File: src/rtl/tue_stream_fifo.sv
// tue_stream_fifo: valid/ready elastic FIFO used as the loopback stage of
// tue-based verification environments.
// Optional feature macro: TUE_STREAM_FIFO_COUNT_EN exposes the occupancy
// counter on output port `count`; without it the port is absent.
// in_ready is registered from the next-state occupancy, so out_ready never
// reaches in_ready combinationally.
module tue_stream_fifo #(
  parameter int unsigned DATA_WIDTH = 32,
  parameter int unsigned DEPTH      = 8,
  localparam int unsigned CW        = $clog2(DEPTH + 1)
) (
  input  logic                  clk,
  input  logic                  rst_n,
  input  logic                  flush,
  input  logic                  in_valid,
  output logic                  in_ready,
  input  logic [DATA_WIDTH-1:0] in_data,
  output logic                  out_valid,
  input  logic                  out_ready,
  output logic [DATA_WIDTH-1:0] out_data
`ifdef TUE_STREAM_FIFO_COUNT_EN
  ,
  output logic [CW-1:0]         count
`endif
);

  localparam int unsigned AW = $clog2(DEPTH);

  logic [DATA_WIDTH-1:0] mem [DEPTH];
  logic [AW-1:0]         wr_ptr;
  logic [AW-1:0]         rd_ptr;
  logic [CW-1:0]         occ;
  logic [CW-1:0]         occ_next;
  logic                  in_ready_q;
  logic                  push;
  logic                  pop;

  assign push      = in_valid && in_ready_q;
  assign pop       = (occ != '0) && out_ready;
  assign in_ready  = in_ready_q;
  assign out_valid = (occ != '0);
  // Storage is not reset, so mask the head while empty to keep out_data at 0.
  assign out_data  = out_valid ? mem[rd_ptr] : '0;

`ifdef TUE_STREAM_FIFO_COUNT_EN
  assign count = occ;
`endif

  // Next occupancy: flush wins, push+pop together leave it unchanged.
  always_comb begin
    occ_next = occ;
    if (flush) begin
      occ_next = '0;
    end else if (push && !pop) begin
      occ_next = occ + CW'(1);
    end else if (pop && !push) begin
      occ_next = occ - CW'(1);
    end
  end

  // Pointers, occupancy and the registered ready flag.
  always_ff @(posedge clk or negedge rst_n) begin
    if (!rst_n) begin
      wr_ptr     <= '0;
      rd_ptr     <= '0;
      occ        <= '0;
      in_ready_q <= 1'b0;
    end else begin
      occ        <= occ_next;
      in_ready_q <= (occ_next != CW'(DEPTH));
      if (flush) begin
        wr_ptr <= '0;
        rd_ptr <= '0;
      end else begin
        if (push) begin
          wr_ptr <= wr_ptr + AW'(1);
        end
        if (pop) begin
          rd_ptr <= rd_ptr + AW'(1);
        end
      end
    end
  end

  // Beat storage; a push coinciding with flush is dropped.
  always_ff @(posedge clk) begin
    if (push && !flush) begin
      mem[wr_ptr] <= in_data;
    end
  end

`ifndef SYNTHESIS
  // Producer must hold in_valid until the beat is accepted.
  a_in_valid_hold : assert property (
    @(posedge clk) disable iff (!rst_n)
      (in_valid && !in_ready && !flush) |=> (!rst_n || in_valid)
  ) else $error("in_valid dropped before acceptance");

  // Head beat stays put while the consumer stalls.
  a_out_hold : assert property (
    @(posedge clk) disable iff (!rst_n)
      (out_valid && !out_ready && !flush) |=> (!rst_n || (out_valid && $stable(out_data)))
  ) else $error("out_data changed while stalled");

  // Occupancy never exceeds capacity.
  a_occ_bound : assert property (
    @(posedge clk) disable iff (!rst_n) occ <= CW'(DEPTH)
  ) else $error("occupancy overflow");
`endif

endmodule

File: config.mk
export PLATFORM = sky130hd
export DESIGN_NAME = tue_stream_fifo
export DESIGN_NICKNAME = d
export VERILOG_FILES = /design/src/rtl/tue_stream_fifo.sv
export SDC_FILE = /design/constraint.sdc
export NUM_CORES = 1
export LEC_CHECK = 0
export ABC_CLOCK_PERIOD_IN_PS = 3800
export CAP_MARGIN = 40
export CORE_MARGIN = 2
export CORE_UTILIZATION = 42
export CTS_CLUSTER_SIZE = 30
export DETAILED_ROUTE_END_ITERATION = 8
export DONT_BUFFER_PORTS = 1
export GPL_TIMING_DRIVEN = 0
export SLEW_MARGIN = 15
export SYNTH_ARGS = -nofsm -noshare
export SYNTH_HDL_FRONTEND = slang
export SYNTH_SLANG_ARGS = --single-unit
File: constraint.sdc
create_clock -name clk -period 3.8 [get_ports clk]
set_input_delay 0.57 -clock clk [delete_from_list [all_inputs] [get_ports clk]]
set_output_delay 0.57 -clock clk [all_outputs]
set_load 0.01 [all_outputs]
==> run summary, run 1 <==
Initial DRT Pass Iterations: 4
Crit-path max FO: 10
Slowest-stage cell, CP: clkbuf_1
Share of cells above drive strength 1: 25.0%
Multi-input logic area: 2350 sq um
Cell area power density: 627 nW/um^2
Mapped Cells: 490
Cell variety after synth: 34
Die Span Y: 161 microns
Mapped Area: 10,400 sq um
Critical path class: reg -> out
First-pass GRT wire length: 31,800 microns
Post-synthesis sequential area ratio: 76.7%
# DRC: 0
Layout fillers: 1,988
Crit end category: output port
Period utilization: 86.1%
Slew Limit Fails: 0
Synth async-reset ratio: 4.12%
Largest net degree at the start of global routing: 20
Number of max-cap violations: 0
Clock latency at the later pin of the worst-skew pair: 0.52 ns
Clock Sinks: 267
PortBufs: 0
Row cnt: 57
EDFF count, synth: 256
Setup Viol. Count Final: 0
Max VDD drop: 402 uV
Register clock-pin slew on the reported worst setup and hold paths: 0.06 ns
Vias in the first global route: 5,213
Total Routing Usage GR: 16.6%
Dpl hpwl: 13,000 microns
Status: finished, final reports clean
DRT iter0 DRCs: 402
Mean number of vias per cell: 5.48
CTS tree: done
Crit-path max cell delay: 0.63 ns
Max Clock Skew: 0.00587 ns
ANT nets after route: 0
H-tree depth: 1
P&R area growth vs syn: 14.8%
Final wirelength: 20,900 microns
Placed Instances: 830
Crit path arrival time: 2.70 ns
Final Hold Fails: 0
# diodes: 0
Avg Cell Area, Syn: 21.2 sq um
RSZ-0062 raised after global routing: no
I/O pins: 71
Worst slew margin: 48.5%
PostCTS Resize Cnt: 0
Setup TNS: 0 ns
GRT overflow: 0
Worst-Margin Slew: 0.771 ns
GPL Wtd Cong: 0.715
Non-filler cells, final: 879
Initial antenna violation count: 0
Core area: 24,300 sq um
Area after DPL: 11,100 sq um
Wire per inst: 23.8 microns
Clk root buf: clkbuf_16
Die X: 161 microns
Storage cell area: 7960 sq um
Bufs on Longest Clock Path: 3
Critical path cell sequence: clkbuf_1 > clkbuf_1 > mux4_2 > mux2i_1 > nor2_1
Setup repair bufs after CTS: 0
Achievable frequency: 306 MHz
Cell mode on critical path: clkbuf_1
Min Tclk post-route: 3.27 ns
Synth Flop Type: edfxtp_1
Fin nets: 579
Critical Path Start Type: flip-flop
P_leak: 3.66 nW
Synth Register Bits: 267
Hold WC Path Type: in -> reg
Starting Density: 42.7%
Die area: 26,000 sq um
Ys Warns: 0
CTS Buf Count: 28
Via count: 4,816
Final core utilization: 49.0%
Hold slack: 0.138 ns
Syn_nets: 531
Post-route cell area: 11,900 sq um
Req. time, crit path: 3.23 ns
## synth_stat cells (2+ instances only)
| cell | count | area [sq um] |
|---|---|---|
| xnor2_1 | 4 | 35.0 |
| inv_1 | 2 | 7.51 |
| mux2i_1 | 32 | 320 |
| edfxtp_1 | 256 | 7690 |
| nor3_1 | 3 | 15.0 |
| xor2_1 | 2 | 17.5 |
| buf_4 | 5 | 37.5 |
| nor2_1 | 46 | 173 |
| nand2_1 | 15 | 56.3 |
| ha_1 | 4 | 50.1 |
| nand2b_1 | 3 | 18.8 |
| or4_1 | 2 | 15.0 |
| dfrtp_1 | 11 | 275 |
| mux4_2 | 64 | 1440 |
| clkbuf_1 | 12 | 45.0 |
| nand3_1 | 4 | 20.0 |
| a21oi_1 | 4 | 20.0 |
| buf_2 | 5 | 25.0 |
## timing repair
| action | CTS | global route |
|---|---|---|
| setup endpoints to repair | 0 | 0 |
| hold buffers | 1 | 0 |
| hold endpoints to repair | 11 | 0 |
## report_power, final
group	internal [W]	switching, W
logic	0.000710	0.000922
clock network	0.00145	0.00103
registers	0.00331	0.0000482
total	0.00547	0.00200
## area by class of cell
| class | instances | share of cell area [%] |
|---|---|---|
| multi-input cells | 196 | 19.7 |
| plain buffers | 24 | 1.03 |
| inverters | 3 | 0.0944 |
| clock inverters | 11 | 0.692 |
| clock buffers | 36 | 6.31 |
| repair buffers | 18 | 2.04 |
| flip-flops and latches | 267 | 66.8 |
| well taps | 324 | 3.40 |
## metrics by stage
stage	total power, W	setup slack [ns]
2_1_floorplan	0.00466	0.0477
3_3_place_gp	0.00502	-2.53
3_5_place_dp	0.00509	0.930
4_1_cts	0.00758	0.362
5_1_grt	0.00781	0.325
6_report	0.00747	0.529
## final timing paths
check / start / endpoint / slack (ns) / cells after the start
worst max-delay path: rd_ptr[1] / out_data[14] / 0.53 / 5
worst min-delay path: in_data[19] / mem[3][19] / 0.14 / 0
worst max register to register: in_ready / mem[0][22] / 1.20 / 5
worst min register to register: wr_ptr[0] / wr_ptr[0] / 0.60 / 2
max in group asynchronous: rst_n / wr_ptr[2] / 3.02 / 1
min in group asynchronous: rst_n / rd_ptr[0] / 0.45 / 1
## metal layers
metal  vias to the layer above  wire (microns)  global-route usage (%)
li1                       2094               -                       -
met1                      2549            8090                    20.3
met2                       142           11000                    29.2
met3                        31            1500                    4.16
met4                         0             377                    4.91
met5                         -               0                       0
## worst max-delay path: cells and delay by family, from the launching register on
family,cells,cell delay (ns)
mux,2,0.63
simple gates,1,0.12
buf+inv,2,1.05
flops,1,0.39
## state kept, by name, indices dropped and copies added (netlist names)
name and flops:
wr_ptr 3, mem 256, rd_ptr 3, in_ready 1, occ 4
## cell families (layout without fill, tap and decap cells)
family	count (synthesis)	after routing	share of synthesized area (%)
compound gates	10	10	0.626
xor+xnor	6	6	0.506
fa+ha+maj	4	4	0.482
buf+inv	27	92	1.29
flops	267	267	76.7
mux	97	97	17.1
simple gates	79	79	3.37
## cells in the final DEF (no fill, tap or decap), drive strengths merged, types with 4 or more instances in the layout
| cell type | n |
|---|---|
| edfxtp | 256 |
| nand2 | 15 |
| ha | 4 |
| mux4 | 64 |
| clkinv | 7 |
| inv | 4 |
| nor2 | 46 |
| buf | 29 |
| dfrtp | 11 |
| nand3 | 4 |
| clkbuf | 48 |
| xnor2 | 4 |
| mux2i | 32 |
| a21oi | 4 |
No activity file was read; power rests on OpenSTA's default activity.
==> run 2: changes to the inputs <==
--- a/config.mk
+++ b/config.mk
@@ -6,12 +6,9 @@
 export NUM_CORES = 1
 export LEC_CHECK = 0
 export ABC_CLOCK_PERIOD_IN_PS = 3800
-export CAP_MARGIN = 40
-export CORE_MARGIN = 2
 export CORE_UTILIZATION = 42
 export CTS_CLUSTER_SIZE = 30
 export DETAILED_ROUTE_END_ITERATION = 8
-export DONT_BUFFER_PORTS = 1
 export GPL_TIMING_DRIVEN = 0
 export SLEW_MARGIN = 15
 export SYNTH_ARGS = -nofsm -noshare
==> run summary, run 2 (synthesis gave the netlist of run 1 again) <==
I/O pins: 71 (unchanged)
Most used routing layer: met2 (unchanged)
Top reg by flops: mem (unchanged)
Via count: 4,999 (was 4,816)
Slew Limit Fails: 0 (unchanged)
Final worst setup slack: 0.247 ns (was 0.529 ns)
Clock latency at the later pin of the worst-skew pair: 0.53 ns (was 0.52 ns)
Worst slew margin: 35.4% (was 48.5%)
Critical path cell sequence: clkbuf_1 > mux4_2 > mux2i_1 > nor2_1 > clkdlybuf4s50_1 (was clkbuf_1 > clkbuf_1 > mux4_2 > mux2i_1 > nor2_1)
CTS Buf Count: 27 (was 28)
Setup Viol. Count Final: 0 (unchanged)
H-tree depth: 1 (unchanged)
Number of max-cap violations: 0 (unchanged)
ANT nets after route: 0 (unchanged)
RSZ-0062 raised after global routing: no (unchanged)
Critical path class: reg -> out (unchanged)
Clock share of power: 32.7% (was 33.2%)
Commonest non-fill, non-tap cell in the layout: edfxtp_1 (unchanged)
Dpl ws: 0.548 ns (was 0.930 ns)
Seq pwr share: 41.8% (was 45.0%)
# DRC: 0 (unchanged)
Status: finished, final reports clean (unchanged)
Setup TNS: 0 ns (unchanged)
# diodes: 0 (unchanged)
GRT overflow: 0 (unchanged)
GR Layer Usage met1: 23.1% (was 20.3%)
Clock Sinks: 267 (unchanged)
Req. time, crit path: 3.23 ns (about the same)
Met3 Usage GRT: 3.10% (was 4.16%)
Starting Density: 42.7% (unchanged)
Max Clock Skew: 0.00869 ns (was 0.00587 ns)
Initial DRT Pass Iterations: 5 (was 4)
Max reg flops: 256 (unchanged)
CTS tree: done (unchanged)
Setup repair bufs after CTS: 0 (unchanged)
Row cnt: 57 (unchanged)
Die Span Y: 159 microns (was 161 microns)
Clk root buf: clkbuf_16 (unchanged)
Vias in the first global route: 5,384 (was 5,213)
Die area: 25,400 sq um (was 26,000 sq um)
Register clock-pin slew on the reported worst setup and hold paths: 0.06 ns (about the same)
Crit path arrival time: 2.98 ns (was 2.70 ns)
Sw Ratio: 25.9% (was 26.8%)
P&R area growth vs syn: 22.2% (was 14.8%)
Final Hold Fails: 0 (unchanged)
DRT iter0 DRCs: 291 (was 402)
Crit-path max FO: 10 (unchanged)
Initial antenna violation count: 1 (was 0)
Commonest cells after routing, fill and taps aside: 256 x edfxtp_1, 70 x clkdlybuf4s50_1, 64 x mux4_2 (was 256 x edfxtp_1, 64 x mux4_2, 40 x nor2_1)
P_leak: 3.99 nW (was 3.66 nW)
Crit-path max cell delay: 0.74 ns (was 0.63 ns)
Worst-Margin Slew: 0.969 ns (was 0.771 ns)
Die X: 159 microns (was 161 microns)
Slowest-stage cell, CP: clkbuf_1 (unchanged)
Comb pwr share: 25.5% (was 21.8%)
Post-CTS Hold Buffers: 0 (was 1)
Top Registers: mem (256), occ (4) (unchanged)
Min Tclk post-route: 3.55 ns (was 3.27 ns)
Final wirelength: 20,800 microns (was 20,900 microns)
Achievable frequency: 281 MHz (was 306 MHz)
Dpl hpwl: 13,100 microns (was 13,000 microns)
Period utilization: 93.5% (was 86.1%)
Crit end category: output port (unchanged)
Bufs on Longest Clock Path: 3 (unchanged)
Total Routing Usage GR: 17.1% (was 16.6%)
Crit-path leading delay family: buffers and inverters (unchanged)
PortBufs: 70 (was 0)
First-pass GRT wire length: 32,200 microns (was 31,800 microns)
Fin nets: 646 (was 579)
Grt met2 use: 28.8% (was 29.2%)
Max VDD drop: 313 uV (was 402 uV)
Core area: 24,300 sq um (unchanged)
CP bufs+invs: 2 (unchanged)
Critical Path Start Type: flip-flop (unchanged)
Mean number of vias per cell: 5.26 (was 5.48)
Hold WC Path Type: in -> async (was in -> reg)
Largest net degree at the start of global routing: 21 (was 20)
GPL Wtd Cong: 0.742 (was 0.715)
Cell area power density: 634 nW/um^2 (was 627 nW/um^2)
Share of cells above drive strength 1: 24.4% (was 25.0%)
Total internal power: 0.00596 W (was 0.00547 W)
Net Sw Power: 0.00208 W (was 0.00200 W)
Wire per inst: 21.8 microns (was 23.8 microns)
-- run 2: cell type report --
cell class | instances | area [sq um]
buffer | 24 | 130
fill | 1917 | 11600
sequential | 267 | 7960
timing repair buffer | 86 | 941
multi-input combinational | 196 | 2350
clock inverter | 18 | 163
inverter | 3 | 11.3
tap | 324 | 405
clock buffer | 32 | 734
-- run 2: final timing paths --
check                           from          end  slack, ns  depth (start not counted)
setup / recovery           rd_ptr[0]  out_data[7]       0.25                          5
hold / removal                 rst_n       occ[3]       0.38                          1
setup reg to reg            in_ready   mem[0][20]       1.30                          7
hold reg to reg            wr_ptr[0]    wr_ptr[0]       0.60                          2
max in group asynchronous      rst_n    rd_ptr[1]       3.08                          1
min in group clk           wr_ptr[0]    wr_ptr[0]       0.60                          2
-- run 2: power groups by stage --
stage | clock network, W | registers (W) | logic [W]
4_1_cts | 0.00269 | 0.00336 | 0.00211
5_1_grt | 0.00281 | 0.00337 | 0.00222
3_3_place_gp | 0 | 0.00342 | 0.00205
3_5_place_dp | 0 | 0.00342 | 0.00209
6_report | 0.00263 | 0.00336 | 0.00205
2_1_floorplan | 0 | 0.00341 | 0.00124
-- run 2: layer usage --
| metal | routed length, microns | share of wire [%] |
|---|---|---|
| met5 | 13 | 0.063 |
| met4 | 345 | 1.7 |
| met3 | 1390 | 6.7 |
| met2 | 10400 | 50 |
| met1 | 8640 | 42 |
-- run 2: what timing repair did --
item,CTS,global route
endpoints found under the hold margin,0,0
resized for setup,5,2
cloned,0,0
pin swaps,0,0
setup endpoints to repair,4,7
-- run 2: per-stage QoR --
stage / std cells / utilization, % / power [W] / hold slack [ns] / area [sq um]
floorplan: 490 / - / 0.00466 / 0.274 / 10400
global placement: 884 / 47.3 / 0.00548 / 0.568 / 11500
detailed placement: 900 / 48.5 / 0.00552 / 0.586 / 11800
CTS: 950 / 52.2 / 0.00816 / 0.385 / 12700
global route: 950 / 52.2 / 0.00840 / 0.399 / 12700
finish: 950 / 52.2 / 0.00804 / 0.381 / 12700
